===== config.mk =====
export PLATFORM = sky130hd
export DESIGN_NAME = ibex_rf_writeback_stage
export DESIGN_NICKNAME = d
export VERILOG_FILES = /design/src/rtl/ibex_rf_writeback_stage.sv
export SDC_FILE = /design/constraint.sdc
export NUM_CORES = 1
export LEC_CHECK = 0
export BUFFER_PORTS_ARGS = -buffer_cell sky130_fd_sc_hd__buf_2
export CORE_UTILIZATION = 49
export DETAILED_ROUTE_END_ITERATION = 12
export GPL_TIMING_DRIVEN = 0
export PLACE_DENSITY = 0.82
export SLEW_MARGIN = 20
export SYNTH_ARGS = -nofsm -noshare
export SYNTH_HDL_FRONTEND = slang
export SYNTH_SLANG_ARGS = --single-unit

===== constraint.sdc =====
create_clock -name clk_i -period 4.8 [get_ports clk_i]
set_clock_uncertainty 0.1 [all_clocks]
set_input_delay 0.24 -clock clk_i [delete_from_list [all_inputs] [get_ports clk_i]]
set_output_delay 0.24 -clock clk_i [all_outputs]
set_load 0.02 [all_outputs]

===== src/rtl/ibex_rf_writeback_stage.sv =====
// ----------------------------------------------------------------------------
// ibex_rf_writeback_stage
//
// Single-entry writeback stage between EX/LSU and write port W1 of the
// flip-flop register file. It holds one retiring instruction. A non-load entry
// retires in the cycle after capture. A load entry waits for its LSU response
// and then retires. The stage also reports an outstanding load to ID, and
// qualifies dummy-instruction writes. It keeps a saturating count of the
// cycles spent waiting for load data.
//
// Handshake: an instruction is transferred from EX when en_wb_i && ready_wb_o
// are both high at a rising clk_i edge. ready_wb_o depends only on the held
// state and lsu_resp_valid_i, never on en_wb_i. EX must not raise en_wb_i
// while ready_wb_o is low. If it does, the request is dropped and the held
// entry is kept.
//
// Ports:
//   clk_i, rst_ni          clock, asynchronous active-low reset
//   en_wb_i                instruction from EX enters WB this cycle
//   instr_is_load_i        entering instruction is a load
//   dummy_instr_id_i       entering instruction is a dummy
//   rf_waddr_ex_i          destination register
//   rf_wdata_ex_i          ALU/CSR result (ignored for loads)
//   rf_we_ex_i             instruction writes the register file
//   lsu_resp_valid_i       load data returns this cycle
//   lsu_rdata_i            load data
//   lsu_resp_err_i         load bus error
//   ready_wb_o             WB can accept an instruction
//   rf_waddr_wb_o          register file write address
//   rf_wdata_wb_o          register file write data
//   rf_we_wb_o             register file write enable
//   dummy_instr_wb_o       held instruction is a dummy
//   outstanding_load_wb_o  a load is held in WB awaiting data
//   instr_done_wb_o        pulse: held instruction retires
//   load_err_wb_o          pulse: held load retired with a bus error
//   perf_load_stall_o      saturating count of load-wait cycles
// ----------------------------------------------------------------------------
module ibex_rf_writeback_stage #(
    parameter int unsigned DataWidth         = 32,
    parameter bit          DummyInstructions = 1'b0,
    parameter int unsigned StallCntWidth     = 16
) (
    input  logic                     clk_i,
    input  logic                     rst_ni,
    input  logic                     en_wb_i,
    input  logic                     instr_is_load_i,
    input  logic                     dummy_instr_id_i,
    input  logic [4:0]               rf_waddr_ex_i,
    input  logic [DataWidth-1:0]     rf_wdata_ex_i,
    input  logic                     rf_we_ex_i,
    input  logic                     lsu_resp_valid_i,
    input  logic [DataWidth-1:0]     lsu_rdata_i,
    input  logic                     lsu_resp_err_i,
    output logic                     ready_wb_o,
    output logic [4:0]               rf_waddr_wb_o,
    output logic [DataWidth-1:0]     rf_wdata_wb_o,
    output logic                     rf_we_wb_o,
    output logic                     dummy_instr_wb_o,
    output logic                     outstanding_load_wb_o,
    output logic                     instr_done_wb_o,
    output logic                     load_err_wb_o,
    output logic [StallCntWidth-1:0] perf_load_stall_o
);

    localparam logic [1:0] WB_EMPTY     = 2'd0;
    localparam logic [1:0] WB_HOLD      = 2'd1;
    localparam logic [1:0] WB_WAIT_LOAD = 2'd2;

    logic [1:0]               state_q, state_d;
    logic [4:0]               waddr_q;
    logic [DataWidth-1:0]     wdata_q;
    logic                     we_q;
    logic                     is_load_q;
    logic                     dummy_q;
    logic [StallCntWidth-1:0] stall_cnt_q, stall_cnt_d;

    logic wb_done;
    logic capture;
    logic dummy_in;
    logic load_err;

    assign wb_done    = (state_q == WB_HOLD) |
                        ((state_q == WB_WAIT_LOAD) & lsu_resp_valid_i);
    assign ready_wb_o = (state_q == WB_EMPTY) | wb_done;
    assign capture    = en_wb_i & ready_wb_o;

    // The dummy flag only travels through the stage when dummies exist.
    assign dummy_in   = DummyInstructions ? dummy_instr_id_i : 1'b0;

    always_comb begin
        state_d = state_q;
        case (state_q)
            WB_EMPTY, WB_HOLD, WB_WAIT_LOAD: begin
                // A new capture replaces the retiring entry in the same
                // cycle, so back-to-back instructions have no bubble.
                if (capture) begin
                    state_d = instr_is_load_i ? WB_WAIT_LOAD : WB_HOLD;
                end else if (wb_done) begin
                    state_d = WB_EMPTY;
                end
            end
            default: state_d = WB_EMPTY;
        endcase
    end

    // Count only the cycles where the load is still waiting. The response
    // cycle itself is not a stall. The counter sticks at all-ones.
    always_comb begin
        stall_cnt_d = stall_cnt_q;
        if ((state_q == WB_WAIT_LOAD) && !lsu_resp_valid_i && (stall_cnt_q != '1)) begin
            stall_cnt_d = stall_cnt_q + StallCntWidth'(1);
        end
    end

    always_ff @(posedge clk_i or negedge rst_ni) begin
        if (!rst_ni) begin
            state_q     <= WB_EMPTY;
            waddr_q     <= '0;
            wdata_q     <= '0;
            we_q        <= 1'b0;
            is_load_q   <= 1'b0;
            dummy_q     <= 1'b0;
            stall_cnt_q <= '0;
        end else begin
            state_q     <= state_d;
            stall_cnt_q <= stall_cnt_d;
            if (capture) begin
                waddr_q   <= rf_waddr_ex_i;
                wdata_q   <= rf_wdata_ex_i;
                we_q      <= rf_we_ex_i;
                is_load_q <= instr_is_load_i;
                dummy_q   <= dummy_in;
            end
        end
    end

    assign load_err = is_load_q & lsu_resp_err_i;

    // Write port. Writes to x0 pass straight through. The register file
    // drops them unless they are dummy writes.
    assign rf_we_wb_o            = wb_done & we_q & ~load_err;
    assign rf_wdata_wb_o         = is_load_q ? lsu_rdata_i : wdata_q;
    assign rf_waddr_wb_o         = waddr_q;
    assign dummy_instr_wb_o      = dummy_q & (state_q != WB_EMPTY);

    assign instr_done_wb_o       = wb_done;
    assign load_err_wb_o         = wb_done & load_err;
    assign outstanding_load_wb_o = (state_q == WB_WAIT_LOAD);
    assign perf_load_stall_o     = stall_cnt_q;

    // Protocol checks: EX must respect ready_wb_o. A load response is only
    // legal while a load is waiting.
    en_while_busy_a : assert property (@(posedge clk_i) disable iff (!rst_ni)
        !(en_wb_i && !ready_wb_o));
    spurious_resp_a : assert property (@(posedge clk_i) disable iff (!rst_ni)
        !(lsu_resp_valid_i && (state_q != WB_WAIT_LOAD)));

endmodule


Word level (Yosys, flattened, before mapping)
Index checks and enable logic that the tools add are counted.

word-level totals
  bits in registers = 57
  output and inout bits = 59
  logic and storage cells = 30

cells by class
  add/sub/neg operators = 1
  eq/ne operators = 4
  multiplexer cells = 5
  bitwise logic cells = 9
  reduce and logical (&&, ||, !) cells = 5

operators by type and width
  operator                                                               number
  32-bit 2-to-1 mux                                                      1
  16-bit by 1-bit adder with 16-bit output, second input constant        1
  16-bit != test, second input constant                                  1
  2-bit 2-to-1 mux                                                       4
  1-bit bitwise AND                                                      6
  3-bit != test, second input constant                                   1
  3-bit OR reduction                                                     1
  2-bit by 1-bit equality test with 1-bit output, second input constant  1
  2-bit equality test, second input constant                             1
  1-bit logical AND                                                      2
  2-bit logical NOT                                                      1
  1-bit bitwise OR                                                       2
  1-bit logical NOT                                                      1
  1-bit inverter                                                         1

Longest topological paths before layout
Gate-level depths: netlist of run 1.

  word-level depth = 7
  mapped depth = 6
  depth with buffers taken out = 5

Worst setup path after synthesis of run 1
No wires, ideal clock.

  path kind = register to register
  from = register state_q[0]
  to = register is_load_q
  library setup time = 0.125 ns
  arrival = 1.657 ns
  data required time = 4.575 ns
  path slack = 2.918 ns
  cell stages (with the launch flop) = 6
  path buffers = 2
  period minus slack after synthesis = 1.882 ns
  cells stage by stage = dfrtp_1 -> o21ai_1 -> and2_1 -> clkbuf_1 -> buf_2 -> mux2_2

between the ends
  longest elaborated chain between the ends = 5

ends and longest elaborated chain
  item                      line  source
  start: declaration        69    logic [1:0] state_q, state_d;
  start signal: assignment  125   state_q <= state_d;
  2-bit equality test       83    ((state_q == WB_WAIT_LOAD) & lsu_resp_valid_i);
  1-bit bitwise AND         83
  1-bit bitwise OR          82    assign wb_done = (state_q == WB_HOLD) |
  1-bit bitwise OR *        84    assign ready_wb_o = (state_q == WB_EMPTY) | wb_done;
  via ready_wb_o            54    output logic ready_wb_o,
  1-bit bitwise AND *       85    assign capture = en_wb_i & ready_wb_o;
  end signal: assignment    131   is_load_q <= instr_is_load_i;
  end: declaration          73    logic is_load_q;

Mark *: on every way through the listed nets, which the timed path passes. The rest lies on a longest branch.
A chain may end at the register's enable or synchronous reset.

Worst setup path in the final report of run 1
  from = register is_load_q
  to = output rf_wdata_wb_o[26]

between the ends
  longest elaborated chain between the ends = 1

ends and longest elaborated chain
  item               line  source
  32-bit 2-to-1 mux  142   assign rf_wdata_wb_o = is_load_q ? lsu_rdata_i : wdata_q;
  end: declaration   56    output logic [DataWidth-1:0] rf_wdata_wb_o,

No other way between the ends.

==> results.toml, run 1 <==
[run_status]
outcome = "finished, final reports clean"

[global_routing]
vias_in_the_first_global_route = 2092
grt_pass1_wl_mm = 9.67
global_route.usage.total = 0.214
overflow = 0
largest_net_degree_at_the_start_of_global_routing = 58
grt_antenna_before_repair = 0

[critical_path]
critical_path.n_buffers_inverters = 3
startpoint_type = "register"
crit_path_max_fanout = 10
cp_data_arrival_time_ps = 2020
worst-endpoint-required_ps = 4460
path_cells = "clkbuf_1 -> clkbuf_1 -> mux2_2 -> buf_2"
worst_path_largest_cell_delay_ps = 510
cp_slowest_cell = "clkbuf_1"
crit_path_frequent_cell = "clkbuf_1"
worst_path_dominant_cell_family = "buffers and inverters"
critPathCaptureType = "output pin"
critical_path_class = "register to output pin"

[synth]
syn-mean-instance-area_um2 = 13.3
post_synth_inst_count = 202
synth_edf_count = 0
postSynthRegisterBits = 57
fraction_of_registers_with_async_set_or_reset_after_synthesis = 1.00
syn-num-nets = 280
synth_warnings = 0
ys_types = 28
mappedNetlistArea_um2 = 2700
synth_sequential_area_ratio = 0.529
synth_ff_type = "dfrtp_1"

[timing]
setup_viol = 0
timing.final.hold_violations = 0
postLayoutSetupSlackWorst_ps = 2440
slew_headroom = 0.527
setup_total_negative_slack_ps = 0
setup_repair_after_global_routing_missed_its_margin = "false"
worst_pin_slew_ps = 709
period_needed_ps = 2360
max_clock_freq_mhz = 424
final_worst_hold_slack_ps = 11.4
report.final.slew_viol_count = 0
layout_worst_path_cycle_share = 0.492

[floorplanning]
fp.dieArea_um2 = 5800
floorplan.initialDensity = 0.518
width_of_the_chip_um = 76.2
total_number_of_placement_rows = 26
die_height_um = 76.2
floorplan.io_pins = 136
core_um2 = 5200

[cells_and_area]
final_util = 0.708
final_non_filler_cell_area_um2 = 3690
drive_gt1_frac = 0.634
num-fill-cells = 417
multiInputGateArea_um2 = 1200
most_common_cell_after_layout_fill_and_taps_aside = "buf_2"
finalNetCount = 425
antenna-diode-count = 0
final-seq-area_um2 = 1430
layout_common_cells = "buf_2 (136), mux2_2 (68), dfrtp_1 (57)"
final_cell_count_no_fill = 422
syn2layout_area_growth_pct = 36.8

[clock_network]
cts.repair_timing.setup_buffer_count = 0
worst_skew_pair.late_latency_ps = 310
tritoncts_num_sinks = 57
clock_tree.buffer_depth = 2
cts.hold.buffers_added = 1
cts_root_cell = "clkbuf_8"
number_of_resized_instances_in_the_post_cts_repair_step = 0
cts.clk_slew.worst_paths_ps = 60
cts-buffers-inserted = 9
cts_tree = "yes"
htree_num_levels = 3

[routing]
detail_route.wl_per_cell_um = 14.2
detail-route-antenna-nets = 0
drt-vias-per-instance = 5.10
finalWirelength_mm = 5.98
vias = 2154
drt_first_pass_iters = 4
drtIter0Drc = 47
drc = 0

[power_and_ir_drop]
powerDensity_nw_per_um2 = 402
power.ir.vdd_worst_uv = 307
design_power_total_mw = 1.48
p_leak_nw = 1.83

[placed_design]
placed_cell_area_um2 = 3450
place.detailed.instances = 405
quantity_of_i_o_buffers_inserted_on_ports = 133
placement.setup.worst_slack_ps = 2760
dp_hpwl_mm = 4.51
place.gp.congestion = 0.801

[hold_path]
min_path_type = "input pin to register"

[job]
timing.max_cap.violations = 0
-- sequential cells by signal (all words and copies together), names as in the netlist --
register	flops
rf_waddr_wb_o	5
is_load_q	1
wdata_q	32
state_q	2
we_q	1
perf_load_stall_o	16
-- power breakdown --
part	switching (mW)	internal [mW]	leakage [nW]
registers	0.0524	0.549	0.698
clock network	0.170	0.311	0.116
logic	0.212	0.187	1.01
total	0.435	1.05	1.83
-- logic make-up (layout without fill, tap and decap cells) --
group | Yosys count | in the layout | share of synthesized area
buffers and inverters | 13 | 163 | 0.0241
flip-flops | 57 | 57 | 0.529
AND/OR/NAND/NOR | 39 | 39 | 0.0794
AO/OA/AOI/OAI | 4 | 4 | 0.0107
XOR/XNOR | 14 | 14 | 0.0455
multiplexers | 73 | 73 | 0.305
adder cells (fa/ha/maj) | 1 | 1 | 0.00464
other | 1 | 1 | 0.00139
-- metal layers --
layer | part of all wire | up-vias | wire length, um | GRT usage
li1 | - | 1014 | - | -
met2 | 0.53 | 98 | 3160 | 0.393
met4 | 0.011 | 0 | 64 | 0.0981
met3 | 0.059 | 9 | 355 | 0.0395
met5 | 0 | - | 0 | 0
met1 | 0.40 | 1033 | 2400 | 0.240
-- layout make-up --
class / count / area share
Buffer: 11 / 0.0156
Tap cell: 70 / 0.0238
Clock inverter: 1 / 0.00814
Clock buffer: 15 / 0.0533
Sequential cell: 57 / 0.387
Multi-Input combinational cell: 132 / 0.326
Timing Repair Buffer: 134 / 0.184
Inverter: 2 / 0.00204
-- final timing paths --
| check | start | endpoint | slack (ps) | cells past startpoint |
|---|---|---|---|---|
| setup / recovery | is_load_q$_DFFE_PN0P_ | rf_wdata_wb_o[26] | 2440 | 4 |
| hold / removal | instr_is_load_i | state_q[0]$_DFFE_PN0P_ | 10 | 2 |
| setup reg to reg | state_q[0]$_DFFE_PN0P_ | wdata_q[14]$_DFFE_PN0P_ | 2970 | 5 |
| hold reg to reg | wdata_q[6]$_DFFE_PN0P_ | wdata_q[6]$_DFFE_PN0P_ | 390 | 1 |
| max in group asynchronous | rst_ni | wdata_q[29]$_DFFE_PN0P_ | 3700 | 2 |
| min in group asynchronous | rst_ni | rf_waddr_wb_o[1]$_DFFE_PN0P_ | 400 | 2 |
-- cell usage after synthesis (2+ instances only) --
cell type / n / share of area
mux2_2: 68 / 0.28
nor2_1: 4 / 0.0056
clkbuf_1: 3 / 0.0042
nand2_1: 8 / 0.011
nor2b_1: 3 / 0.0070
dfrtp_1: 57 / 0.53
buf_2: 4 / 0.0074
mux2_1: 5 / 0.021
nand4_1: 9 / 0.021
nand3_1: 6 / 0.011
and3_1: 3 / 0.0070
xor2_1: 4 / 0.013
xnor2_1: 10 / 0.032
buf_1: 2 / 0.0028
nor4_1: 2 / 0.0046
inv_1: 2 / 0.0028
-- worst reg2reg max path, cell delays in order, from the launching register on --
cell,delay (ps)
dfrtp_1,410
o21ai_1,160
and2_1,140
clkbuf_1,210
buf_2,310
mux2_2,380
(Power assumes the default switching activity.)
==> run 2: changes to the inputs <==
ABC_AREA = 1   (was default)
CORE_UTILIZATION = 47   (was 49)
PLACE_DENSITY = 0.77   (was 0.82)
clock period = 2.4 ns   (was 4.8 ns; I/O delays follow)
==> run 2 against run 1 <==
Net effect: clock power rose by 52%; critical endpoint is now rf_wdata_wb_o[10]; flip-flop and latch count did not move; first-iteration DRC count rose to 4.7 times the previous value.
==> results.toml, run 2 <==
[power_and_ir_drop]
netSwitchingPower_mw = 1.00
power.ir.vdd_worst_uv = 403
sw_frac_of_total = 0.361
internal-power_mw = 1.77
power.sequential.fraction = 0.425
design_power_total_mw = 2.78
p_leak_nw = 2.51
power.share.combinational = 0.313
powerDensity_nw_per_um2 = 643
power.share.clock = 0.262

[hold_path]
min_path_type = "input pin to register"
holdPathStages = 4
hp-start = "lsu_resp_valid_i"
holdPathEnd = "perf_load_stall_o[15]$_DFFE_PN0P_"

[routing]
finalWirelength_mm = 8.43
vias = 3365
drc = 0
drt_first_pass_iters = 4
detail_route.wl_per_cell_um = 12.1
drtIter0Drc = 221
detail-route-antenna-nets = 0
drt-vias-per-instance = 4.82

[synth]
ys_types = 20
post_synth_inst_count = 434
synth_warnings = 0
synthDominantAreaCellType = "dfrtp_1"
postSynthRegisterBits = 57
fraction_of_registers_with_async_set_or_reset_after_synthesis = 1.00
synth_common_cells = "nand2_1 (282), dfrtp_1 (57), inv_1 (20)"
ys_top_cells_by_area = "dfrtp_1 (47%), nand2_1 (35%), inv_1 (2.5%)"
syn-mean-instance-area_um2 = 6.92
synthDominantCellAreaShare = 0.475
yosys.cell_count.top_type = "nand2_1"
syn-num-nets = 512
synth_ff_type = "dfrtp_1"
synth_sequential_area_ratio = 0.475
mappedNetlistArea_um2 = 3010
synth_edf_count = 0

[floorplanning]
floorplan.initialDensity = 0.496
fp.dieArea_um2 = 6720
width_of_the_chip_um = 82.0
floorplan.io_pins = 136
core_um2 = 6060
die_height_um = 82.0
total_number_of_placement_rows = 28

[placed_design]
placed_cell_area_um2 = 3770
dp_hpwl_mm = 5.75
place.detailed.instances = 642
place.gp.congestion = 0.862
quantity_of_i_o_buffers_inserted_on_ports = 133

[timing]
slew_headroom = 0.533
setup_viol = 0
setup_total_negative_slack_ps = 0
report.final.slew_viol_count = 0
timing.final.hold_violations = 0
setup_repair_after_global_routing_missed_its_margin = "false"
final_worst_hold_slack_ps = 61.5
max_clock_freq_mhz = 478
layout_worst_path_cycle_share = 0.872
worst_pin_slew_ps = 700
period_needed_ps = 2090

[critical_path]
worst_path_dominant_cell_family = "buffers and inverters"
reg2reg_depth = 8
rr_endpoint = "perf_load_stall_o[4]$_DFFE_PN0P_"
worst_path_largest_cell_delay_ps = 400
critical_path_class = "register to output pin"
crit_path_max_fanout = 10
cp_data_arrival_time_ps = 1870
worst-endpoint-required_ps = 2180
startpoint_type = "register"
cp_slowest_cell = "clkbuf_1"
critPathCaptureType = "output pin"
setup.reg_to_reg.worst_slack_ps = 620
path_cells = "clkbuf_1 -> inv_1 -> clkbuf_1 -> nand2_1 -> nand2_1 -> buf_2"
timing.critical_path.from = "is_load_q$_DFFE_PN0P_"
worst_r2r_startpoint = "perf_load_stall_o[0]$_DFFE_PN0P_"
critical_path.n_buffers_inverters = 4

[cells_and_area]
most_common_cell_after_layout_fill_and_taps_aside = "nand2_1"
syn2layout_area_growth_pct = 43.8
drive_gt1_frac = 0.260
final_cell_count_no_fill = 698
antenna-diode-count = 0
largest_register_ff_count = 32
finalNetCount = 696
max_flop_register = "wdata_q"
final_non_filler_cell_area_um2 = 4320
layout_common_cells = "nand2_1 (282), buf_2 (138), dfrtp_1 (57)"
num-fill-cells = 501
final-seq-area_um2 = 1430
multiInputGateArea_um2 = 1420

[clock_network]
clock_tree.buffer_depth = 2
cts_root_cell = "clkbuf_8"
number_of_resized_instances_in_the_post_cts_repair_step = 0
htree_num_levels = 3
tritoncts_num_sinks = 57
cts-buffers-inserted = 9
cts_tree = "yes"
worst_skew_pair.late_latency_ps = 320
cts.clk_slew.worst_paths_ps = 60

[global_routing]
overflow = 0
global_route.usage.total = 0.261
vias_in_the_first_global_route = 3080
largest_net_degree_at_the_start_of_global_routing = 58
grt_antenna_before_repair = 0
grt_pass1_wl_mm = 13.1

[run_status]
outcome = "finished, final reports clean"

[job]
timing.max_cap.violations = 0
==> run 2: cell types whose count changed after synthesis, sizes merged, moves of 4 or more <==
cell	previous run	this run
nor2	4	21
nand3	6	10
xor2	4	0
xnor2	10	6
inv	2	20
o21ai	2	6
clkbuf	3	9
nand2	8	284
mux2	73	0
==> run 2: kinds of logic (layout without fill, tap and decap cells) <==
family | after synthesis | after routing | synth area share
compound gates | 7 | 7 | 0.0167
xor+xnor | 6 | 6 | 0.0175
fa+ha+maj | 1 | 1 | 0.00416
buf+inv | 37 | 226 | 0.0525
flops | 57 | 57 | 0.475
other cells | 1 | 1 | 0.00125
simple gates | 325 | 325 | 0.433
==> run 2: timing repair <==
| action | CTS | global route |
|---|---|---|
| hold buffers | 40 | 0 |
| setup buffers | 0 | 0 |
| endpoints found under the hold margin | 98 | 0 |
==> run 2: worst reg2reg max path, stage by stage (launching register included) <==
cell and delay (ps):
dfrtp_1 440, ha_1 290, nand3_2 170, nor2_4 230, nand2_4 100, nand2_4 100, buf_6 140, nand2_1 70
nand2_1 70
==> run 2: worst max-delay path by stage <==
| stage | slack (ps) | cells past startpoint | end |
|---|---|---|---|
| 2_1_floorplan | 690 | 8 | perf_load_stall_o[3]$_DFFE_PN0P_ |
| 3_3_place_gp | 680 | 6 | rf_wdata_wb_o[10] |
| 3_5_place_dp | 640 | 8 | perf_load_stall_o[4]$_DFFE_PN0P_ |
| 4_1_cts | 320 | 6 | rf_wdata_wb_o[10] |
| 5_1_grt | 110 | 6 | rf_wdata_wb_o[10] |
| 6_report | 310 | 6 | rf_wdata_wb_o[10] |
==> run 2: final cells by class <==
type,instances,area share
Inverter,20,0.0174
Buffer,17,0.0191
Clock buffer,12,0.0313
Multi-Input combinational cell,340,0.329
Sequential cell,57,0.330
Timing Repair Buffer,173,0.247
Clock inverter,4,0.00463
Tap cell,75,0.0217
==> run 2: layer usage <==
metal  track usage  wire length [um]  up-vias
met5             0                 0        -
met4         0.139               237        0
met2         0.447              4060      139
met1         0.304              3630     1524
li1              -                 -     1683
met3        0.0567               505       19
==> run 2: through the flow <==
step                 util  setup slack, ps
finish              0.713              307
global route        0.713              109
CTS                 0.713              320
detailed placement  0.622              640
global placement    0.621              675
floorplan               -              688
==> run 2: power groups by stage <==
stage                     clock [mW]  combinational (mW)  sequential (mW)
after floorplan                    0               0.466             1.23
after global placement             0               0.797             1.19
after detailed placement           0               0.813             1.19
after CTS                      0.757               0.867             1.18
after global routing           0.802               0.969             1.20
final                          0.729               0.869             1.18
